==> config.mk <==
export PLATFORM = sky130hd
export DESIGN_NAME = fifo_wr_arbiter
export DESIGN_NICKNAME = d
export VERILOG_FILES = /design/src/rtl/fifo_arb_pkg.sv /design/src/rtl/fifo_wr_arbiter.sv
export SDC_FILE = /design/constraint.sdc
export NUM_CORES = 1
export LEC_CHECK = 0
export ABC_AREA = 1
export CORE_ASPECT_RATIO = 1.2
export CORE_MARGIN = 2
export CORE_UTILIZATION = 42
export CTS_BUF_LIST = sky130_fd_sc_hd__clkbuf_8 sky130_fd_sc_hd__clkbuf_16
export DETAILED_ROUTE_END_ITERATION = 10
export PLACE_DENSITY = 0.88
export SYNTH_ARGS = -nofsm -noshare
export SYNTH_HDL_FRONTEND = slang
export SYNTH_SLANG_ARGS = --single-unit
==> constraint.sdc <==
create_clock -name clk -period 2.7 [get_ports clk]
set_clock_uncertainty 0.2 [all_clocks]
set_input_delay 0.675 -clock clk [delete_from_list [all_inputs] [get_ports clk]]
set_output_delay 0.675 -clock clk [all_outputs]
set_load 0.03 [all_outputs]
==> src/rtl/fifo_arb_pkg.sv <==
// Shared definitions for the two-requester FIFO write arbiter: FSM state
// encoding, parameter defaults and a counter-width helper.
package fifo_arb_pkg;

  localparam int DEF_DATA_W       = 8;
  localparam int DEF_BURST_LEN    = 4;
  localparam int DEF_FLUSH_CYCLES = 2;

  typedef enum logic [1:0] {
    ST_IDLE   = 2'd0,
    ST_SERVE0 = 2'd1,
    ST_SERVE1 = 2'd2,
    ST_FLUSH  = 2'd3
  } arb_state_e;

  // Counter wide enough to hold 0..n-1, never narrower than one bit.
  function automatic int cnt_width(input int n);
    return (n > 1) ? $clog2(n) : 1;
  endfunction

endpackage

==> src/rtl/fifo_wr_arbiter.sv <==
// Round-robin burst arbiter feeding a single FIFO write port from two
// requesters, with a timed FIFO flush and a sticky overflow flag.
module fifo_wr_arbiter
  import fifo_arb_pkg::*;
#(
  parameter int DATA_W       = DEF_DATA_W,
  parameter int BURST_LEN    = DEF_BURST_LEN,
  parameter int FLUSH_CYCLES = DEF_FLUSH_CYCLES
) (
  input  logic              clk,
  input  logic              rst_n,
  input  logic              req0,
  input  logic              req1,
  input  logic [DATA_W-1:0] din0,
  input  logic [DATA_W-1:0] din1,
  output logic              gnt0,
  output logic              gnt1,
  input  logic              flush,
  input  logic              fifo_full,
  input  logic              fifo_overflow,
  output logic [DATA_W-1:0] fifo_din,
  output logic              fifo_wr_en,
  output logic              fifo_srst,
  output logic              active_id,
  output logic              busy,
  output logic              ovf_err
);

  localparam int BC_W = cnt_width(BURST_LEN);
  localparam int FC_W = cnt_width(FLUSH_CYCLES);
  localparam logic [BC_W-1:0] BC_LAST = BC_W'(BURST_LEN - 1);
  localparam logic [FC_W-1:0] FC_LAST = FC_W'(FLUSH_CYCLES - 1);

  arb_state_e      r_state;
  arb_state_e      w_state_nxt;
  logic [BC_W-1:0] r_burst_cnt;
  logic [BC_W-1:0] w_burst_cnt_nxt;
  logic [FC_W-1:0] r_flush_cnt;
  logic [FC_W-1:0] w_flush_cnt_nxt;
  logic            r_last_served;
  logic            w_last_served_nxt;
  logic            r_ovf_err;

  logic w_cur_req;
  logic w_oth_req;
  logic w_xfer;
  logic w_burst_end;

  // Grants are combinational so a word is written in the cycle it is offered.
  assign gnt0       = (r_state == ST_SERVE0) && req0 && !fifo_full;
  assign gnt1       = (r_state == ST_SERVE1) && req1 && !fifo_full;
  assign fifo_wr_en = gnt0 | gnt1;
  assign fifo_din   = gnt0 ? din0 : (gnt1 ? din1 : '0);
  assign fifo_srst  = (r_state == ST_FLUSH);
  assign busy       = (r_state != ST_IDLE);
  assign active_id  = (r_state == ST_SERVE1);
  assign ovf_err    = r_ovf_err;

  assign w_cur_req   = (r_state == ST_SERVE1) ? req1 : req0;
  assign w_oth_req   = (r_state == ST_SERVE1) ? req0 : req1;
  assign w_xfer      = gnt0 | gnt1;
  assign w_burst_end = !w_cur_req || (w_xfer && (r_burst_cnt == BC_LAST));

  always_comb begin
    // NOTE: every signal assigned here gets a default first so no path leaves it
    // unassigned, which would otherwise infer a latch.
    w_state_nxt       = r_state;
    w_burst_cnt_nxt   = r_burst_cnt;
    w_flush_cnt_nxt   = r_flush_cnt;
    w_last_served_nxt = r_last_served;

    if (r_state == ST_FLUSH) begin
      if (r_flush_cnt == FC_LAST) begin
        // A flush still asserted at the end simply starts another full pulse.
        w_flush_cnt_nxt = '0;
        if (!flush) w_state_nxt = ST_IDLE;
      end else begin
        w_flush_cnt_nxt = r_flush_cnt + FC_W'(1);
      end
    end else if (flush) begin
      w_state_nxt     = ST_FLUSH;
      w_flush_cnt_nxt = '0;
    end else begin
      unique case (r_state)
        ST_IDLE: begin
          if (req0 && (!req1 || r_last_served)) begin
            w_state_nxt       = ST_SERVE0;
            w_burst_cnt_nxt   = '0;
            w_last_served_nxt = 1'b0;
          end else if (req1) begin
            w_state_nxt       = ST_SERVE1;
            w_burst_cnt_nxt   = '0;
            w_last_served_nxt = 1'b1;
          end
        end
        ST_SERVE0, ST_SERVE1: begin
          if (w_burst_end) begin
            w_burst_cnt_nxt = '0;
            if (w_oth_req) begin
              w_state_nxt       = (r_state == ST_SERVE0) ? ST_SERVE1 : ST_SERVE0;
              w_last_served_nxt = (r_state == ST_SERVE0);
            end else if (!w_cur_req) begin
              w_state_nxt = ST_IDLE;
            end
          end else if (w_xfer) begin
            w_burst_cnt_nxt = r_burst_cnt + BC_W'(1);
          end
        end
        default: ;
      endcase
    end
  end

  always_ff @(posedge clk or negedge rst_n) begin
    if (!rst_n) begin
      r_state       <= ST_IDLE;
      r_burst_cnt   <= '0;
      r_flush_cnt   <= '0;
      r_last_served <= 1'b1;
    end else begin
      // NOTE: state registers use non-blocking assignments so every flop samples
      // the pre-edge values regardless of statement order.
      r_state       <= w_state_nxt;
      r_burst_cnt   <= w_burst_cnt_nxt;
      r_flush_cnt   <= w_flush_cnt_nxt;
      r_last_served <= w_last_served_nxt;
    end
  end

  // An overflow arriving during a flush still wins over the clear.
  always_ff @(posedge clk or negedge rst_n) begin
    if (!rst_n) begin
      r_ovf_err <= 1'b0;
    end else if (fifo_overflow) begin
      r_ovf_err <= 1'b1;
    end else if (r_state == ST_FLUSH) begin
      r_ovf_err <= 1'b0;
    end
  end

endmodule

==> results of run 1 <==
==> worst max-delay path, cell delays in order <==
cell	delay, ns
clkdlybuf4s50_1	0.49
nand3_2	0.11
buf_6	0.16
nand3_1	0.08
nand2_1	0.06
buf_4	0.16
==> worst max path at each step <==
stage	endpoint	slack, ns	depth (start not counted)
final	fifo_din[4]	0.09	6
after global routing	fifo_din[5]	0.003	7
after CTS	active_id	0.06	3
after detailed placement	fifo_din[4]	-0.002	7
after global placement	fifo_din[1]	0.03	7
after floorplan	fifo_din[0]	0.17	6
==> routing by layer <==
layer,up-vias,part of all wire [%]
met5,-,0
met4,0,1.7
met3,5,10
met2,42,52
met1,370,36
li1,452,-
==> power breakdown <==
| part | internal (mW) | total (mW) | switching [mW] |
|---|---|---|---|
| logic | 0.311 | 0.798 | 0.487 |
| clock network | 0.0985 | 0.146 | 0.0476 |
| registers | 0.156 | 0.193 | 0.0372 |
==> stage by stage <==
stage	std cells	util [%]
2_1_floorplan	116	-
3_3_place_gp	174	68.0
3_5_place_dp	174	68.0
4_1_cts	178	70.9
5_1_grt	178	71.8
6_report	178	71.8
==> flip-flops by register name, summed over array words and instances (netlist names) <==
register	flops
r_burst_cnt	2
r_state	2
ovf_err	1
r_flush_cnt	1
r_last_served	1
==> timing repair <==
action	4_1_cts	5_1_grt
endpoints found under the setup margin	3	9
resized for setup	2	4
cloned	0	0
pin swaps	0	1
==> synthesized netlist by cell type (all sizes together) <==
cell | count | area (um^2)
nand3 | 17 | 95.1
inv | 16 | 60.1
clkinv | 2 | 7.51
o21ai | 5 | 25.0
buf | 1 | 11.3
dfrtp | 6 | 150
ha | 6 | 75.1
nand4 | 1 | 6.26
a21oi | 1 | 8.76
nand2 | 49 | 206
nand3b | 2 | 15.0
a21o | 1 | 7.51
dfstp | 1 | 26.3
nor2 | 8 | 37.5
==> cell type report <==
type / count / area [um^2] / area share (%)
timing repair buffer: 41 / 383 / 32.5
sequential: 7 / 176 / 15.0
tap: 18 / 22.5 / 1.91
multi-input combinational: 90 / 482 / 40.9
inverter: 18 / 70.1 / 5.94
clock buffer: 3 / 41.3 / 3.50
clock inverter: 1 / 3.75 / 0.318
==> cell families after synthesis <==
logic type                 count (synthesis)
and+or+nand+nor                           77
buffers and inverters                     19
AOI/OAI and AO/OA                          7
DFF                                        7
adders and majority gates                  6
==> results.ini, run 1 <==
[run_status]
status = finished clean

[drt]
wirelength_mm = 1.87
drt_first_pass_iters = 4
avgRoutedWirePerCell_um = 10.5
dr_total_vias = 869
drtIter0Drc = 12
viasPerCell = 4.88
drtAntennaViolNets = 0
post-route-drc-count = 0

[timing]
finalCriticalPeriod_ns = 2.61
fin_crit_sh_pct = 96.6
tns_ns = 0
fmax_mhz = 383
hold_viol = 0
setup_ws_ns = 0.0919
tightest_slew_ns = 0.370
relSlewSlack_pct = 75.1
setup_viol = 0
rsz0062_at_grt = false
fin_hold_ws_ns = 0.280
slew_viol_final = 0

[global_route]
grt_max_degree = 11
overflow = 0
track_usage_pct = 20.2
antenna_found_initial = 0
met2_usage_pct = 38.5
grt_pass1_wl_mm = 3.33
met1_usage_pct = 21.2
grt_pass1_vias = 833
met3_usage_pct = 5.13
top_usage_layer = met2

[logic_synthesis]
synth-compound-area-share_pct = 5.64
synthesis.nets = 145
syn_inst = 116
yosys.area_share.adder_pct = 10.3
synth_xor_area_share_pct = 0
synthDistinctLibCells = 19
synth-simple-area-share_pct = 49.2
synth_top_family_by_area = simple AND/OR/NAND/NOR gates
seq_area_frac_synth_pct = 24.1
synth_mux_area_share_pct = 0
syn_area_per_cell_um2 = 6.31
synth_seq_cells = 7
synthesis.area_um2 = 732
ys_warn_count = 0

[pwr]
leakage_nw = 0.659
peakVddDrop_mv = 0.637
p_per_area_mw_per_mm2 = 966
totalPowerFinal_mw = 1.14

[place]
port_buffers = 37
dp_slack_ns = -0.00231
hpwlAfterDp_mm = 1.56
finalWeightedCongestion = 0.914
placed_area_mm2 = 0.00112

[setup_path]
r2r_slack_ns = 0.81
critPathLaunchType = input port
r2r_end = r_state[1]
end_kind = primary output
crit_required_ns = 1.82
r2r_start = r_state[0]
worstSetupStartpoint = req0
crit_type = in -> out
critical_path.max_fanout = 10
worstPathArrival_ns = 1.73
reg2regPathDepth = 12

[finish]
layout_common_cells = nand2_1 (40), clkdlybuf4s50_1 (25), inv_1 (14), nand3_1 (14), buf_4 (13)
fillers = 132
area_growth_pct = 61.0
fin_area_mm2 = 0.00118
drive_above_1_share_pct = 23.8
antennaDiodeCount = 0
layout_commonest_cell = nand2_1
final_nets = 190

[floorplan]
ioPinCount = 38
chipWidth_um = 42.1
die_h_um = 49.7
core_region_area_mm2 = 0.00164
die_area_mm2 = 0.00209
start_util_pct = 44.6
rows = 16

[clock_network]
cts_tree = built
cts_buffers = 3
clkSinkCount = 7
clkSlewWorstSetupHoldPaths_ns = 0.04
clockBufferDepth = 2
post-cts-setup-buffers = 0
htreeDepth = 1
cts-root-buf = clkbuf_8
hold_buffers = 0
clock_latency_ns = 0.23

[worst_hold_path]
holdPathEnd = r_last_served
hold_class = reg -> reg
holdPathStages = 2
hp-start = r_last_served

[job]
maxCapViolCount = 0

Note: power is estimated with default switching activity, not from simulation.
==> run 2, diff against run 1 <==
Settings changed: GPL_ROUTABILITY_DRIVEN set to 1.
==> results of run 2 <==
Final layout, timing and power as in run 1 (identical DEF).
==> run 3, diff against run 2 <==
==> constraint.sdc (replaced) <==
create_clock -name clk -period 3.4 [get_ports clk]
set_clock_uncertainty 0.2 [all_clocks]
set_input_delay 0.85 -clock clk [delete_from_list [all_inputs] [get_ports clk]]
set_output_delay 0.85 -clock clk [all_outputs]
set_load 0.02 [all_outputs]
==> results.ini, run 3 (synthesis gave the netlist of run 1 again) <==
[run_status]
status = finished clean

[place]
finalWeightedCongestion = 0.903
port_buffers = 37
place_inst = 175
dp_slack_ns = -0.0239
hpwlAfterDp_mm = 1.62

[floorplan]
die_h_um = 49.7
die_area_mm2 = 0.00209
ioPinCount = 38
start_util_pct = 44.6
core_region_area_mm2 = 0.00164
rows = 16
chipWidth_um = 42.1

[global_route]
met2_usage_pct = 41.7
grt_pass1_vias = 911
track_usage_pct = 21.7
grt_pass1_wl_mm = 3.51
antenna_found_initial = 0
grt_max_degree = 10
met3_usage_pct = 5.86
top_usage_layer = met2
overflow = 0
met1_usage_pct = 21.1

[setup_path]
crit_top_cell = clkdlybuf4s50_1
crit_required_ns = 2.35
path_cells = clkdlybuf4s50_1, nand3_2, clkinv_2, clkdlybuf4s50_1
worstPathArrival_ns = 2.21
slowest_stage = clkdlybuf4s50_1
critical_path.max_fanout = 9
critPathLaunchType = input port
max_stage_delay_ns = 0.61
crit_type = in -> out
end_kind = primary output

[drt]
viasPerCell = 4.93
drtAntennaViolNets = 0
drt_first_pass_iters = 4
drtIter0Drc = 13
post-route-drc-count = 0
avgRoutedWirePerCell_um = 11.6
wirelength_mm = 2.08
dr_total_vias = 882

[clock_network]
clkSinkCount = 7
cts_buffers = 3
hold_buffers = 0
htreeDepth = 1
clkSlewWorstSetupHoldPaths_ns = 0.04
clock_latency_ns = 0.23
cts-root-buf = clkbuf_8
clockBufferDepth = 2
cts_tree = built

[pwr]
switching_share_pct = 48.5
peakVddDrop_mv = 0.569
totalPowerFinal_mw = 0.881
switching_power_mw = 0.427
pwr-share-clk_pct = 13.3
power_frac_comb_pct = 69.0
leakage_nw = 0.756
seqPwrFrac_pct = 17.7
p_int_mw = 0.454
p_per_area_mw_per_mm2 = 726

[finish]
final_nets = 191
antennaDiodeCount = 0
layout_common_cells = nand2_1 (40), clkdlybuf4s50_1 (28), nand3_1 (15), inv_1 (14), nand2_2 (9)
fillers = 131
layout_commonest_cell = nand2_1
final_cells = 179
area_growth_pct = 65.8
drive_above_1_share_pct = 16.8
top_regs = r_burst_cnt x2, r_state x2

[timing]
finalCriticalPeriod_ns = 3.26
fmax_mhz = 307
setup_viol = 0
relSlewSlack_pct = 74.8
tns_ns = 0
tightest_slew_ns = 0.375
slew_viol_final = 0
hold_viol = 0
rsz0062_at_grt = false
fin_crit_sh_pct = 95.9
setup_ws_ns = 0.138

[worst_hold_path]
hold_class = reg -> reg

[job]
maxCapViolCount = 0

## run 3: cell types whose count changed in the layout (fill, tap and decap cells not counted)
| cell | previous run | this run |
|---|---|---|
| nand3_1 | 14 | 15 |
| nand3_2 | 3 | 2 |
| dlygate4sd2_1 | 0 | 2 |
| clkdlybuf4s50_1 | 25 | 28 |
| dlymetal6s2s_1 | 1 | 7 |
| buf_4 | 13 | 5 |
| buf_6 | 2 | 0 |
## run 3: per-layer routing
metal / vias to the layer above / part of all wire, %
li1: 449 / -
met1: 395 / 38
met2: 36 / 53
met3: 2 / 7.6
met4: 0 / 0.91
met5: - / 0
## run 3: power groups by stage
stage	clock (mW)	sequential, mW	combinational [mW]
final	0.118	0.156	0.608
after CTS	0.120	0.156	0.613
after global routing	0.125	0.161	0.681
after detailed placement	0	0.157	0.609
after floorplan	0	0.152	0.420
after global placement	0	0.152	0.592
## run 3: layout make-up
| class | instances | area (um^2) | share of cell area, % |
|---|---|---|---|
| multi-input cells | 90 | 477 | 39.3 |
| well taps | 18 | 22.5 | 1.86 |
| inverters | 18 | 70.1 | 5.77 |
| clock buffers | 3 | 41.3 | 3.40 |
| flip-flops and latches | 7 | 176 | 14.5 |
| repair buffers | 42 | 423 | 34.8 |
| clock inverters | 1 | 3.75 | 0.309 |
## run 3: final timing paths
| check | start | end | slack [ns] | cells after the start |
|---|---|---|---|---|
| setup / recovery | req0 | gnt0 | 0.14 | 4 |
| hold / removal | r_last_served | r_last_served | 0.28 | 2 |
| setup reg to reg | r_state[0] | r_state[0] | 1.46 | 12 |
| hold reg to reg | r_last_served | r_last_served | 0.28 | 2 |
| max in group asynchronous | rst_n | r_last_served | 2.03 | 1 |
| min in group asynchronous | rst_n | r_burst_cnt[0] | 0.68 | 1 |
## run 3: stage by stage
stage / area (um^2) / hold WS (ns) / utilization (%)
after CTS: 1200 / 0.279 / 72.9
final: 1210 / 0.279 / 73.9
after global placement: 1150 / 0.262 / 70.1
after global routing: 1210 / 0.311 / 73.9
after detailed placement: 1150 / 0.272 / 70.1
after floorplan: 732 / 0.252 / -
## run 3: critical path: cells and delay by family
family                 cells  cell delay [ns]
and+or+nand+nor            1             0.12
buffers and inverters      3             1.23
## run 3: timing repair
item,CTS,global route
gates resized for setup,4,7
buffers inserted,0,0
hold endpoints to repair,0,0
endpoints found under the setup margin,7,7
